`config.mk`:
```
export PLATFORM = sky130hd
export DESIGN_NAME = knn_drv_master_flat
export DESIGN_NICKNAME = d
export VERILOG_FILES = /design/src/rtl/knn_drv_master_if.sv /design/src/rtl/knn_drv_master.sv /design/src/flat_wrapper.sv
export SDC_FILE = /design/constraint.sdc
export NUM_CORES = 1
export LEC_CHECK = 0
export ABC_AREA = 1
export BUFFER_PORTS_ARGS = -buffer_cell sky130_fd_sc_hd__buf_4
export CAP_MARGIN = 5
export CELL_PAD_IN_SITES_DETAIL_PLACEMENT = 1
export CELL_PAD_IN_SITES_GLOBAL_PLACEMENT = 1
export CORE_ASPECT_RATIO = 0.75
export CORE_MARGIN = 10
export CORE_UTILIZATION = 36
export CTS_BUF_LIST = sky130_fd_sc_hd__clkbuf_4 sky130_fd_sc_hd__clkbuf_8 sky130_fd_sc_hd__clkbuf_16
export DETAILED_ROUTE_END_ITERATION = 16
export GPL_ROUTABILITY_DRIVEN = 0
export PLACE_DENSITY = 0.77
export SLEW_MARGIN = 10
export SYNTH_ARGS = -nofsm -noshare
export SYNTH_HDL_FRONTEND = slang
export SYNTH_SLANG_ARGS = --single-unit
```
`constraint.sdc`:
```
create_clock -name clk -period 2.7 [get_ports clk]
set_clock_uncertainty 0.15 [all_clocks]
set_input_delay 0.54 -clock clk [delete_from_list [all_inputs] [get_ports clk]]
set_output_delay 0.54 -clock clk [all_outputs]
set_load 0.01 [all_outputs]
```
`src/rtl/knn_drv_master_if.sv`:
```
// knn_drv_master_if: native register-bus connection between the KNN driver
// (initiator) and the KNN accelerator's slave register port.
interface knn_drv_master_if #(
   parameter int ADDR_W = 8,
   parameter int DATA_W = 32
);
   logic                  m_valid;
   logic [ADDR_W-1:0]     m_addr;
   logic [DATA_W-1:0]     m_wdata;
   logic [DATA_W/8-1:0]   m_wstrb;
   logic [DATA_W-1:0]     m_rdata;
   logic                  m_ready;

   modport master (
      output m_valid, m_addr, m_wdata, m_wstrb,
      input  m_rdata, m_ready
   );

   modport slave (
      input  m_valid, m_addr, m_wdata, m_wstrb,
      output m_rdata, m_ready
   );
endinterface

```
`src/rtl/knn_drv_master.sv`:
```
// knn_drv_master: feeds a training set from a point stream into the KNN
// accelerator over its native register bus, then reads back the
// neighbour-info registers and emits them as result strobes.
module knn_drv_master #(
   parameter int  ADDR_W      = 8,
   parameter int  DATA_W      = 32,
   parameter int  LABEL_W     = 8,
   parameter int  N_NEIGH     = 10,
   parameter int  ADDR_RESET  = 0,
   parameter int  ADDR_ENABLE = 1,
   parameter int  ADDR_A      = 2,
   parameter int  ADDR_B      = 3,
   parameter int  ADDR_LABEL  = 4,
   parameter int  ADDR_INFO0  = 5,
   localparam int IDX_W       = (N_NEIGH > 1) ? $clog2(N_NEIGH) : 1
) (
   input  logic                clk,
   input  logic                rst_n,
   input  logic                cmd_start,
   input  logic [15:0]         n_points,
   input  logic                pt_valid,
   output logic                pt_ready,
   input  logic [DATA_W-1:0]   pt_a,
   input  logic [DATA_W-1:0]   pt_b,
   input  logic [LABEL_W-1:0]  pt_label,
   knn_drv_master_if.master    bus,
   output logic                res_valid,
   output logic [IDX_W-1:0]    res_idx,
   output logic [LABEL_W-1:0]  res_data,
   output logic                busy,
   output logic                done
);

   typedef enum logic [3:0] {
      S_IDLE, S_RST1, S_RST0, S_PT_WAIT, S_WR_A, S_WR_B, S_WR_LBL,
      S_EN1, S_EN0, S_RD_INFO, S_DONE
   } state_t;

   state_t               state, state_nx;
   logic                 gap, gap_nx;
   logic [15:0]          cnt;
   logic [IDX_W-1:0]     idx;
   logic [DATA_W-1:0]    a_q, b_q;
   logic [LABEL_W-1:0]   lbl_q;
   logic                 is_bus, mv, fire, last_idx;
   logic [ADDR_W-1:0]    addr;
   logic [DATA_W-1:0]    wdata;
   logic [DATA_W/8-1:0]  wstrb;
   logic                 unused_rdata;

   // The upper read-data bits carry nothing the driver needs.
   assign unused_rdata = ^bus.m_rdata;

   // Each bus state owns one transaction: request until ready, then a
   // one-cycle GAP (gap=1) spent in the same state before moving on.
   assign is_bus   = state inside {S_RST1, S_RST0, S_WR_A, S_WR_B, S_WR_LBL,
                                   S_EN1, S_EN0, S_RD_INFO};
   assign mv       = is_bus && !gap;
   assign fire     = mv && bus.m_ready;
   assign last_idx = (idx == IDX_W'(N_NEIGH - 1));

   assign pt_ready  = (state == S_PT_WAIT) && (cnt != '0);
   assign busy      = (state != S_IDLE) && (state != S_DONE);
   assign done      = (state == S_DONE);
   assign res_valid = (state == S_RD_INFO) && fire;
   assign res_idx   = res_valid ? idx : '0;
   assign res_data  = res_valid ? bus.m_rdata[LABEL_W-1:0] : '0;

   assign bus.m_valid = mv;
   assign bus.m_addr  = addr;
   assign bus.m_wdata = wdata;
   assign bus.m_wstrb = wstrb;

   // FSM state register; async reset drops m_valid immediately.
   always_ff @(posedge clk or negedge rst_n) begin
      if (!rst_n) begin
         state <= S_IDLE;
         gap   <= 1'b0;
      end else begin
         state <= state_nx;
         gap   <= gap_nx;
      end
   end

   // Next-state logic, including the GAP sub-phase of every bus state.
   always_comb begin
      state_nx = state;
      gap_nx   = gap;
      case (state)
         S_IDLE:    if (cmd_start) state_nx = S_RST1;
         S_PT_WAIT: begin
            if (cnt == '0)    state_nx = S_RD_INFO;
            else if (pt_valid) state_nx = S_WR_A;
         end
         S_DONE:    state_nx = S_IDLE;
         default: begin
            if (fire) begin
               gap_nx = 1'b1;
            end else if (gap) begin
               gap_nx = 1'b0;
               case (state)
                  S_RST1:    state_nx = S_RST0;
                  S_RST0:    state_nx = S_PT_WAIT;
                  S_WR_A:    state_nx = S_WR_B;
                  S_WR_B:    state_nx = S_WR_LBL;
                  S_WR_LBL:  state_nx = S_EN1;
                  S_EN1:     state_nx = S_EN0;
                  S_EN0:     state_nx = S_PT_WAIT;
                  S_RD_INFO: state_nx = last_idx ? S_DONE : S_RD_INFO;
                  default:   state_nx = S_IDLE;
               endcase
            end
         end
      endcase
   end

   // Bus request fields; zero whenever no request is outstanding.
   always_comb begin
      addr  = '0;
      wdata = '0;
      wstrb = '0;
      if (mv) begin
         wstrb = '1;
         case (state)
            S_RST1:    begin addr = ADDR_W'(ADDR_RESET);  wdata = DATA_W'(1); end
            S_RST0:    addr = ADDR_W'(ADDR_RESET);
            S_WR_A:    begin addr = ADDR_W'(ADDR_A);      wdata = a_q; end
            S_WR_B:    begin addr = ADDR_W'(ADDR_B);      wdata = b_q; end
            S_WR_LBL:  begin addr = ADDR_W'(ADDR_LABEL);  wdata = DATA_W'(lbl_q); end
            S_EN1:     begin addr = ADDR_W'(ADDR_ENABLE); wdata = DATA_W'(1); end
            S_EN0:     addr = ADDR_W'(ADDR_ENABLE);
            S_RD_INFO: begin
               addr  = ADDR_W'(ADDR_INFO0) + ADDR_W'(idx);
               wstrb = '0;
            end
            default:   wstrb = '0;
         endcase
      end
   end

   // Point counter, INFO index and captured point registers.
   always_ff @(posedge clk or negedge rst_n) begin
      if (!rst_n) begin
         cnt   <= '0;
         idx   <= '0;
         a_q   <= '0;
         b_q   <= '0;
         lbl_q <= '0;
      end else begin
         if (state == S_IDLE && cmd_start) begin
            cnt <= n_points;
            idx <= '0;
         end
         if (pt_valid && pt_ready) begin
            a_q   <= pt_a;
            b_q   <= pt_b;
            lbl_q <= pt_label;
         end
         if (state == S_EN0 && fire) cnt <= cnt - 16'd1;
         if (state == S_RD_INFO && gap && !last_idx) idx <= idx + IDX_W'(1);
      end
   end

endmodule
```
`src/flat_wrapper.sv`:
```
// flat-port wrapper written by rule: the top's interface ports become plain ports
module knn_drv_master_flat 
#(
   parameter int  ADDR_W      = 8,
   parameter int  DATA_W      = 32,
   parameter int  LABEL_W     = 8,
   parameter int  N_NEIGH     = 10,
   parameter int  ADDR_RESET  = 0,
   parameter int  ADDR_ENABLE = 1,
   parameter int  ADDR_A      = 2,
   parameter int  ADDR_B      = 3,
   parameter int  ADDR_LABEL  = 4,
   parameter int  ADDR_INFO0  = 5,
   localparam int IDX_W       = (N_NEIGH > 1) ? $clog2(N_NEIGH) : 1
)
  (clk, rst_n, cmd_start, n_points, pt_valid, pt_ready, pt_a, pt_b, pt_label, res_valid, res_idx, res_data, busy, done, bus_m_valid, bus_m_addr, bus_m_wdata, bus_m_wstrb, bus_m_rdata, bus_m_ready);
  knn_drv_master_if #(.ADDR_W(ADDR_W), .DATA_W(DATA_W)) bus_i ();
  input  logic clk;
  input  logic rst_n;
  input  logic cmd_start;
  input  logic [15:0] n_points;
  input  logic pt_valid;
  output logic pt_ready;
  input  logic [DATA_W-1:0] pt_a;
  input  logic [DATA_W-1:0] pt_b;
  input  logic [LABEL_W-1:0] pt_label;
  output logic res_valid;
  output logic [IDX_W-1:0] res_idx;
  output logic [LABEL_W-1:0] res_data;
  output logic busy;
  output logic done;
  output wire logic [$bits(bus_i.m_valid)-1:0] bus_m_valid;
  output wire logic [$bits(bus_i.m_addr)-1:0] bus_m_addr;
  output wire logic [$bits(bus_i.m_wdata)-1:0] bus_m_wdata;
  output wire logic [$bits(bus_i.m_wstrb)-1:0] bus_m_wstrb;
  input wire logic [$bits(bus_i.m_rdata)-1:0] bus_m_rdata;
  input wire logic [$bits(bus_i.m_ready)-1:0] bus_m_ready;
  assign bus_m_valid = bus_i.m_valid;
  assign bus_m_addr = bus_i.m_addr;
  assign bus_m_wdata = bus_i.m_wdata;
  assign bus_m_wstrb = bus_i.m_wstrb;
  assign bus_i.m_rdata = bus_m_rdata;
  assign bus_i.m_ready = bus_m_ready;
  knn_drv_master #(.ADDR_W(ADDR_W), .DATA_W(DATA_W), .LABEL_W(LABEL_W), .N_NEIGH(N_NEIGH), .ADDR_RESET(ADDR_RESET), .ADDR_ENABLE(ADDR_ENABLE), .ADDR_A(ADDR_A), .ADDR_B(ADDR_B), .ADDR_LABEL(ADDR_LABEL), .ADDR_INFO0(ADDR_INFO0)) u_core (.clk(clk), .rst_n(rst_n), .cmd_start(cmd_start), .n_points(n_points), .pt_valid(pt_valid), .pt_ready(pt_ready), .pt_a(pt_a), .pt_b(pt_b), .pt_label(pt_label), .bus(bus_i), .res_valid(res_valid), .res_idx(res_idx), .res_data(res_data), .busy(busy), .done(done));
endmodule
```
-- Yosys cells after proc, flatten, opt, wreduce, memory -nomap -nowiden
Index checks and enable logic that the tools add are counted.
- reductions and logical operators: 26
- equality and inequality tests: 15
- muxes and demuxes: 21
- add/subtract/negate cells: 3
- operators by type and width (operator ; count):
    $pmux 32 s4 ; 1
    $mux 4 ; 10
    $pmux 8 s5 ; 1
    $mux 16 ; 2
    $mux 32 ; 1
    $pmux 4 s7 ; 1
    $eq 4x3->1 const B ; 4
    $eq 4x4->1 const B ; 4
    $logic_not 16->1 ; 1
    $mux 8 ; 2
    $reduce_bool 16->1 ; 1
    $sub 16x1->16 const B ; 1
    $pmux 4 s3 ; 1
    $logic_and 1x1->1 ; 10
    $eq 4x2->1 const B ; 2
    $ne 4x4->1 const B ; 2
    $reduce_bool 4->1 ; 2
    $reduce_bool 8->1 ; 1
    $reduce_or 7->1 ; 1
    $reduce_or 2->1 ; 3
    $add 3x4->5 const A ; 1
    $add 4x1->4 const B ; 1
    $eq 4x1->1 const B ; 1
    $logic_not 4->1 ; 1
    other kinds (8) ; 10
- logic and storage cells: 72
- output and inout bits: 61
- flip-flop bits (word level): 97

-- Depth between registers and ports, before layout
Gate-level depths: netlist (run 1).
- depth in word-level cells: 6
- depth in mapped cells: 12
- mapped depth without buffers: 11

-- Worst setup path before layout (run 1)
No wires, ideal clock.
- path type: reg-to-output
- start: register u_core.state[3]
- end: output bus_m_wstrb[1]
- buffers on the path: 2
- slack: 0.303 ns
- data required time: 2.010 ns
- cell stages (with the launch flop): 10
- data arrival time: 1.707 ns
- cells stage by stage: dfrtp_1 -> nor2_2 -> nand2_1 -> nand2_1 -> nor2_2 -> nor2_4 -> inv_2 -> buf_6 -> a41oi_1 -> buf_4
- cells in the longest elaborated chain, start to end: 4
- RTL lines (what ; line ; text):
    start, declared ; knn_drv_master.sv:39 ; state_t state, state_nx;
    start signal, assigned ; knn_drv_master.sv:80 ; state <= state_nx;
    $eq 4x1->1 (tied with other cells) ; knn_drv_master.sv:56 ; assign is_bus = state inside {S_RST1, S_RST0, S_WR_A, S_WR_B, S_WR_LBL,
    $reduce_bool 8->1 (*) ; knn_drv_master.sv:56 ;
    $logic_and 1x1->1 (*) ; knn_drv_master.sv:58 ; assign mv = is_bus && !gap;
    net bus_m_valid ; flat_wrapper.sv:32 ; output wire logic [$bits(bus_i.m_valid)-1:0] bus_m_valid;
    $mux 4 (*) ; knn_drv_master.sv:122 ; if (mv) begin
    end, declared ; flat_wrapper.sv:35 ; output wire logic [$bits(bus_i.m_wstrb)-1:0] bus_m_wstrb;
The timed path passes the listed nets; every way through them passes the cells marked *.

-- Worst setup path in the final report (run 1)
- start: register u_core.state[2]
- end: output bus_m_wdata[15]
- cells in the longest elaborated chain, start to end: 4
- RTL lines (what ; line ; text):
    $eq 4x3->1 (tied with other cells) ; knn_drv_master.sv:56, knn_drv_master.sv:124 ;
    $reduce_or 2->1 (no line) or $reduce_bool 8->1 (tied branches) ; -- ;
    $pmux 32 s4 or $logic_and 1x1->1 (tied branches) ; knn_drv_master.sv:124, knn_drv_master.sv:58 ;
    $mux 32 (*) ; knn_drv_master.sv:122 ;
    end, declared ; flat_wrapper.sv:34 ; output wire logic [$bits(bus_i.m_wdata)-1:0] bus_m_wdata;
Mark *: on every way between the ends. The rest lies on a longest branch, timed or not.

==> impl_metrics.json, run 1 <==
{
  "fin_nets": 1033,
  "ys_warn_count": 0,
  "rsz0062_at_grt": "yes",
  "finalMaxSlewViolations": 0,
  "max_slew_margin": 0.314,
  "fin_crit_sh": 1.02,
  "detail_route.iter0.violations": 354,
  "yosysMostFrequentCell": "nand2_1",
  "grtUsageTotal": 0.176,
  "avgSynthCellArea_sq_um": 7.32,
  "path_class": "reg -> out",
  "ant_nets": 0,
  "clock-sinks": 97,
  "grt_pass1_wl_um": 29700,
  "sequentialPowerShare": 0.330,
  "rr_startpoint": "u_core.state[2]",
  "ys_types": 36,
  "reg2reg_slack_ns": 0.21,
  "synth.area.top_cells": "dfrtp_1, nand2_1, o21ai_0",
  "r2r_cells": 9,
  "grt_max_degree": 57,
  "wl_um": 19700,
  "fin_ws_ns": -0.0488,
  "die_h_um": 127,
  "crit_fanout": 14,
  "die_w_um": 162,
  "area_delta_synth_final_pct": 37.9,
  "io_pins": 186,
  "h-tree-depth": 3,
  "rows": 38,
  "startpoint_type": "flop",
  "p_sw_mw": 3.34,
  "p_sw_frac": 0.440,
  "synthFlopType": "dfrtp_1",
  "hp-class": "in -> reg",
  "cts_tree": "done",
  "core_sq_um": 14600,
  "seq_area_sq_um": 2430,
  "finalCriticalPeriod_ns": 2.75,
  "p_leak_nw": 3.74,
  "multiInputGateArea_sq_um": 2690,
  "reg2reg_to": "u_core.b_q[31]",
  "clkLatencyLatePin_ns": 0.35,
  "synth_edf_count": 0,
  "violations": "setup timing",
  "top_layer_used": "met4",
  "vias_per_cell": 4.97,
  "tightest_slew_ns": 1.03,
  "async_reset_ff_frac": 1.00,
  "numCtsBuffers": 9,
  "powerDensity_nw_per_um2": 1010,
  "diodes": 0,
  "finalHoldViolations": 0,
  "dr.pass1.iters": 4,
  "power_mw": 7.59,
  "die-area_sq_um": 20500,
  "grt_overflow": 0,
  "hold_slack_ns": 0.233,
  "drt-met1-wl_um": 9020,
  "min_to": "u_core.b_q[23]",
  "fillerInstances": 1835,
  "dpl.hpwl_um": 13600,
  "yosys.area.top_type": "dfrtp_1",
  "max_freq_mhz": 364,
  "ir_worst_vdd_uv": 426,
  "vias": 5517,
  "cts_max_path_buffers": 2,
  "drive_above_1_share": 0.305,
  "grt_pass1_vias": 5767,
  "status": "finished, violations left",
  "synth_area_sq_um": 5450,
  "p_int_mw": 4.25,
  "yosysTopAreaCellShare": 0.446,
  "route.met2.wl_um": 9410,
  "avgRoutedWirePerCell_um": 17.8,
  "start_util": 0.372,
  "syn_inst": 744,
  "drv_cap": 0,
  "hold_path_depth": 3,
  "drc": 0,
  "setup_viol": 23,
  "cp_data_required_time_ns": 2.01,
  "seq_area_frac_synth": 0.446,
  "netlist_top_cells_count": "nand2_1, dfrtp_1, o21ai_0, inv_1, nor2_1",
  "cts-root-buf": "clkbuf_16",
  "hp-start": "pt_b[23]",
  "pwr-share-clk": 0.165,
  "io_buffers": 158,
  "dr_wl_met3_um": 1070,
  "arrival_ns": 2.06,
  "synth_seq_cells": 97,
  "antenna_found_initial": 0,
  "combPwrFrac": 0.504,
  "endpoint_kind": "output pin",
  "clkSlewWorstSetupHoldPaths_ns": 0.07
}
==> stage by stage <==
stage / instance area (sq um) / worst slack (ns) / instances / setup TNS [ns] / utilization
6_report: 7510 / -0.0488 / 1110 / -0.612 / 0.513
5_1_grt: 7510 / -0.146 / 1110 / -4.62 / 0.513
4_1_cts: 7160 / -0.000647 / 1095 / -0.000647 / 0.489
3_5_place_dp: 6770 / 0.180 / 1073 / 0 / 0.462
3_3_place_gp: 6770 / 0.226 / 1073 / 0 / 0.462
2_1_floorplan: 5450 / 0.303 / 746 / 0 / -
==> what timing repair did <==
item                                   4_1_cts  5_1_grt
resized for setup                           15       43
gates cloned                                 0        5
pin swaps                                    1        8
setup endpoints to repair                   46       77
hold buffers                                 1        0
endpoints found under the hold margin       24        0
setup buffers                                5       10
==> critical path, stage by stage (launching register included) <==
cell      delay (ns)
dfrtp_2         0.45
buf_6           0.13
nor2_4          0.14
nand2_2         0.08
nand2_2         0.08
nor2_2          0.04
nor2_4          0.12
clkinv_4        0.15
buf_16          0.20
a21oi_2         0.15
buf_4           0.14
==> metal layers <==
layer | up-vias | track usage
met3 | 15 | 0.0527
met5 | - | 0
li1 | 2659 | -
met4 | 0 | 0.0384
met2 | 129 | 0.292
met1 | 2714 | 0.221
==> cell usage in the layout, fill, tap and decap left out, types with 10 or more instances in the layout <==
cell type and n:
o21ai_0 75, clkbuf_16 11, inv_1 57, inv_2 10, nand2_1 279, nand3_1 15, dfrtp_1 95, a21oi_1 13
nor2_4 10, buf_6 15, a21oi_2 17, buf_4 163, nor2_1 44, o21ai_1 16
==> power groups by stage <==
stage                     Clock, mW  Combinational, mW  Sequential [mW]
final                          1.25               3.83             2.51
after global routing           1.34               4.26             2.58
after CTS                      1.29               3.26             2.49
after detailed placement          0               3.11             2.52
after global placement            0               2.96             2.47
after floorplan                   0               2.17             2.40
==> flip-flops by register name, indices dropped and copies added, names as in the netlist <==
name / flops
u_core.b_q: 32
u_core.gap: 1
u_core.idx: 4
u_core.cnt: 16
u_core.a_q: 32
u_core.lbl_q: 8
u_core.state: 4
==> kinds of logic after synthesis <==
logic type                 count (synthesis)  share of synthesized area
and+or+nand+nor                          375                      0.280
AOI/OAI and AO/OA                        145                      0.152
buffers and inverters                    112                     0.0965
DFF                                       97                      0.446
xor gates and xnor gates                  11                     0.0177
adders and majority gates                  3                    0.00689
other                                      1                   0.000689
==> cell type report <==
type                       instances  share of cell area
clock buffer                      10              0.0310
clock inverter                     6             0.00666
inverter                          71              0.0368
multi-input combinational        539               0.358
sequential                        97               0.323
tap                              200              0.0333
timing repair buffer             187               0.210
==> worst max-delay path by stage <==
stage / from / end / cells after the start
floorplan: u_core.state[3] / bus_m_wstrb[1] / 9
global placement: u_core.state[3] / bus_m_wdata[14] / 9
detailed placement: u_core.cnt[0] / u_core.b_q[20] / 10
CTS: u_core.state[3] / bus_m_wdata[12] / 9
global route: u_core.state[2] / bus_m_addr[1] / 10
finish: u_core.state[2] / bus_m_wdata[15] / 10
(Power assumes the default switching activity.)
==> run 2: changes to the inputs <==
--- a/config.mk
+++ b/config.mk
@@ -17,6 +17,7 @@
 export DETAILED_ROUTE_END_ITERATION = 16
 export GPL_ROUTABILITY_DRIVEN = 0
 export PLACE_DENSITY = 0.77
+export SKIP_LAST_GASP = 1
 export SLEW_MARGIN = 10
 export SYNTH_ARGS = -nofsm -noshare
 export SYNTH_HDL_FRONTEND = slang
==> run 2 against run 1 <==
Flip-flop and latch count is the same. The run now ends clean. Power fell by 3.5%. Highest routed layer unchanged. Sequential share of layout area grew 0.77 points. Final area fell by 2.3%. First-iteration DRC count fell by 13%. Via count shrank 1.7%. Utilization down 1.2 points. Largest power group unchanged. Hold slack better by 0.0012 ns. Cell count down 0.81%.
==> impl_metrics.json, run 2 (synthesized netlist as in run 1, its figures left out) <==
{
  "status": "finished clean",
  "die_w_um": 162,
  "seq_area_sq_um": 2430,
  "startpoint_type": "flop",
  "detail_route.iter0.violations": 309,
  "endpoint_kind": "output pin",
  "finalHoldViolations": 0,
  "cp_data_required_time_ns": 2.01,
  "cts_max_path_buffers": 2,
  "finalCriticalPeriod_ns": 2.66,
  "fin_crit_sh": 0.986,
  "io_pins": 186,
  "drv_cap": 0,
  "grtUsageTotal": 0.175,
  "area_delta_synth_final_pct": 34.7,
  "crit_fanout": 14,
  "io_buffers": 158,
  "r2r_cells": 9,
  "clock-sinks": 97,
  "core_sq_um": 14600,
  "diodes": 0,
  "start_util": 0.372,
  "place_area_sq_um": 6770,
  "fillerInstances": 1856,
  "fin_cells": 1101,
  "max_slew_margin": 0.301,
  "layout_commonest_cell": "nand2_1",
  "drc": 0,
  "grt_overflow": 0,
  "avgRoutedWirePerCell_um": 17.4,
  "clkSlewWorstSetupHoldPaths_ns": 0.07,
  "rr_startpoint": "u_core.cnt[0]",
  "cts-root-buf": "clkbuf_16",
  "vias_per_cell": 4.92,
  "hp-class": "in -> reg",
  "dp_cells": 1073,
  "max_freq_mhz": 375,
  "rsz0062_at_grt": "yes",
  "p_leak_nw": 3.69,
  "die-area_sq_um": 20500,
  "hold_path_depth": 3,
  "crit_slowest_cell": "dfrtp_2",
  "wl_um": 19200,
  "h-tree-depth": 3,
  "cts_tree": "done",
  "ir_worst_vdd_uv": 421,
  "fin_ws_ns": 0.0365,
  "arrival_ns": 1.97,
  "clkLatencyLatePin_ns": 0.35,
  "top_regs": "u_core.a_q x32, u_core.b_q x32, u_core.cnt x16",
  "grt_max_degree": 57,
  "antenna_found_initial": 0,
  "cp-startpoint": "u_core.state[2]",
  "hp-start": "pt_b[23]",
  "path_class": "reg -> out",
  "final_cell_mix": "nand2_1, buf_4, dfrtp_1, o21ai_0, inv_1",
  "cp_cell_sequence": "inv_2 > nor2_4 > inv_4 > nand2_2 > nor2_2 > nor2_4 > inv_6 > clkbuf_16 > a21oi_2 > buf_4",
  "hold_slack_ns": 0.234,
  "finalMaxSlewViolations": 0,
  "grt_pass1_vias": 5767,
  "grt_pass1_wl_um": 29600,
  "vias": 5422,
  "dpl.hpwl_um": 13600,
  "critPathMaxStageDelay_ns": 0.43,
  "drive_above_1_share": 0.292,
  "fin_util": 0.501,
  "stdcell_area_sq_um": 7340,
  "rows": 38,
  "setup_viol": 0,
  "tightest_slew_ns": 1.05,
  "numCtsBuffers": 9,
  "die_h_um": 127,
  "crit_top_cell": "nor2_4",
  "fin_nets": 1024,
  "multiInputGateArea_sq_um": 2620,
  "dpl_worst_slack_ns": 0.180,
  "powerDensity_nw_per_um2": 998,
  "dr.pass1.iters": 4,
  "ant_nets": 0
}
run 2: worst paths after layout:
check	to	slack, ns
hold reg to reg	u_core.a_q[28]	0.34
hold / removal	u_core.b_q[23]	0.23
setup / recovery	bus_m_wdata[8]	0.04
min in group asynchronous	u_core.a_q[23]	0.49
setup reg to reg	u_core.b_q[25]	0.22
max in group asynchronous	u_core.cnt[2]	1.22
run 2: per-layer routing:
layer / wire length (um) / GRT usage
met1: 8870 / 0.221
met2: 9090 / 0.291
met3: 1040 / 0.0527
met4: 170 / 0.0384
met5: 0 / 0
run 2: power by group:
part	switching [mW]	internal (mW)
clock	0.603	0.649
sequential	0.401	2.10
combinational	2.20	1.36
run 2: metrics by stage:
stage,TNS (ns),power [mW]
after floorplan,0,4.57
after global placement,0,5.44
after CTS,-0.0125,7.03
after global routing,-2.52,7.90
final,0,7.32
after detailed placement,0,5.62
run 2: layout make-up:
| class | instances | area share |
|---|---|---|
| repair buffers | 179 | 0.202 |
| inverters | 71 | 0.0373 |
| clock inverters | 6 | 0.00682 |
| flip-flops and latches | 97 | 0.331 |
| multi-input cells | 538 | 0.357 |
| clock buffers | 10 | 0.0317 |
| well taps | 200 | 0.0341 |
run 2: timing repair:
action	4_1_cts	5_1_grt
setup buffers	5	3
gates cloned	0	3
pin swaps	1	4
resized for setup	13	18
hold buffers	1	0
setup endpoints to repair	46	75
hold endpoints to repair	24	0
run 2: worst max-delay path: cells and delay by family (launching register included):
kind	cells	cell delay [ns]
compound gates	1	0.14
buf+inv	5	0.61
simple gates	4	0.45
flops	1	0.43
==> run 3: changes to the inputs <==
--- a/config.mk
+++ b/config.mk
@@ -13,7 +13,6 @@
 export CORE_ASPECT_RATIO = 0.75
 export CORE_MARGIN = 10
 export CORE_UTILIZATION = 36
-export CTS_BUF_LIST = sky130_fd_sc_hd__clkbuf_4 sky130_fd_sc_hd__clkbuf_8 sky130_fd_sc_hd__clkbuf_16
 export DETAILED_ROUTE_END_ITERATION = 16
 export GPL_ROUTABILITY_DRIVEN = 0
 export PLACE_DENSITY = 0.77
==> run 3 against run 2 <==
Global-route usage is essentially flat. Sequential share of layout area is essentially flat. Clock-buffer cell count is the same. Via count barely moved. First-iteration DRC count grew 9.7%. Critical path type unchanged. Largest cell class unchanged. Largest power group unchanged.
==> impl_metrics.json, run 3 (synthesized netlist as in run 1, its figures left out) <==
{
  "die_h_um": 127,
  "grt_overflow": 0,
  "finalHoldViolations": 0,
  "drive_above_1_share": 0.291,
  "start_util": 0.372,
  "die-area_sq_um": 20500,
  "cts_max_path_buffers": 2,
  "core_sq_um": 14600,
  "wl_um": 19100,
  "io_pins": 186,
  "grt_pass1_wl_um": 29600,
  "hold_path_depth": 3,
  "final_cell_mix": "nand2_1, buf_4, dfrtp_1, o21ai_0, inv_1",
  "critPathMaxStageDelay_ns": 0.43,
  "io_buffers": 158,
  "status": "finished clean",
  "layout_commonest_cell": "nand2_1",
  "antenna_found_initial": 0,
  "clkSlewWorstSetupHoldPaths_ns": 0.07,
  "die_w_um": 162,
  "dr.pass1.iters": 4,
  "clock-sinks": 97,
  "cts-root-buf": "clkbuf_16",
  "crit_slowest_cell": "dfrtp_2",
  "fin_nets": 1024,
  "powerDensity_nw_per_um2": 997,
  "vias": 5417,
  "numCtsBuffers": 9,
  "dpl.hpwl_um": 13600,
  "drv_cap": 0,
  "detail_route.iter0.violations": 339,
  "cp_cell_sequence": "inv_2 > nor2_4 > inv_4 > nand2_2 > nor2_2 > nor2_4 > inv_6 > clkbuf_16 > a21oi_2 > buf_4",
  "arrival_ns": 1.98,
  "crit_fanout": 14,
  "dp_cells": 1073,
  "drc": 0,
  "fin_cells": 1101,
  "h-tree-depth": 3,
  "rsz0062_at_grt": "yes",
  "dpl_worst_slack_ns": 0.180,
  "multiInputGateArea_sq_um": 2620,
  "ir_worst_vdd_uv": 419,
  "path_class": "reg -> out",
  "finalCriticalPeriod_ns": 2.67,
  "area_delta_synth_final_pct": 34.6,
  "p_leak_nw": 3.69,
  "startpoint_type": "flop",
  "max_freq_mhz": 375,
  "grt_pass1_vias": 5765,
  "fin_crit_sh": 0.988,
  "setup_viol": 0,
  "r2r_cells": 9,
  "fin_tns_setup_ns": 0,
  "grtUsageTotal": 0.175,
  "finalMaxSlewViolations": 0,
  "diodes": 0,
  "hp-class": "in -> reg",
  "top_regs": "u_core.a_q x32, u_core.b_q x32, u_core.cnt x16",
  "endpoint_kind": "output pin",
  "avgRoutedWirePerCell_um": 17.4,
  "clkLatencyLatePin_ns": 0.35,
  "fillerInstances": 1857,
  "tightest_slew_ns": 1.05,
  "fin_ws_ns": 0.0329,
  "seq_area_sq_um": 2430,
  "ant_nets": 0,
  "max_slew_margin": 0.300,
  "crit_top_cell": "nor2_4",
  "reg2reg_slack_ns": 0.21,
  "cts_tree": "done",
  "grt_max_degree": 57,
  "vias_per_cell": 4.92,
  "rows": 38,
  "cp_data_required_time_ns": 2.01
}
run 3: stage by stage:
| stage | total power, mW | hold slack (ns) | utilization | area (sq um) |
|---|---|---|---|---|
| after floorplan | 4.57 | 0.0944 | - | 5450 |
| after global placement | 5.44 | 0.316 | 0.462 | 6770 |
| after detailed placement | 5.62 | 0.325 | 0.462 | 6770 |
| after CTS | 7.02 | 0.221 | 0.488 | 7150 |
| after global routing | 7.89 | 0.224 | 0.501 | 7330 |
| final | 7.31 | 0.234 | 0.501 | 7330 |
run 3: area by class of cell:
cell class | count | share of cell area
timing repair buffer | 179 | 0.202
sequential | 97 | 0.331
clock buffer | 10 | 0.0312
inverter | 71 | 0.0374
multi-input combinational | 538 | 0.357
tap | 200 | 0.0341
clock inverter | 6 | 0.00682
run 3: worst paths after layout:
path,startpoint,end
max in group asynchronous,rst_n,u_core.cnt[2]
hold reg to reg,u_core.a_q[28],u_core.a_q[28]
setup / recovery,u_core.state[2],bus_m_wdata[8]
hold / removal,pt_b[28],u_core.b_q[28]
setup reg to reg,u_core.cnt[0],u_core.b_q[25]
min in group asynchronous,rst_n,u_core.a_q[23]
run 3: report_power, final:
part	switching, mW	leakage, nW	total (mW)	internal (mW)
logic	2.20	2.34	3.57	1.37
clock network	0.601	0.135	1.24	0.639
registers	0.399	1.22	2.50	2.10
run 3: critical path: cells and delay by family, from the launching register on:
family / cells / cell delay (ns)
AO/OA/AOI/OAI: 1 / 0.14
buffers and inverters: 5 / 0.61
flip-flops: 1 / 0.43
AND/OR/NAND/NOR: 4 / 0.45
run 3: per-layer routing:
layer,global-route usage,wire length [um],vias to the layer above
met1,0.222,8950,2651
met2,0.290,9050,118
li1,-,-,2637
met5,0,0,-
met4,0.0384,170,0
met3,0.0527,957,11
run 3: what timing repair did:
action | CTS | global route
hold buffers | 1 | 0
setup buffers | 5 | 3
setup endpoints to repair | 46 | 75
resized for setup | 13 | 18
hold endpoints to repair | 24 | 0
pin swaps | 1 | 4
gates cloned | 0 | 3
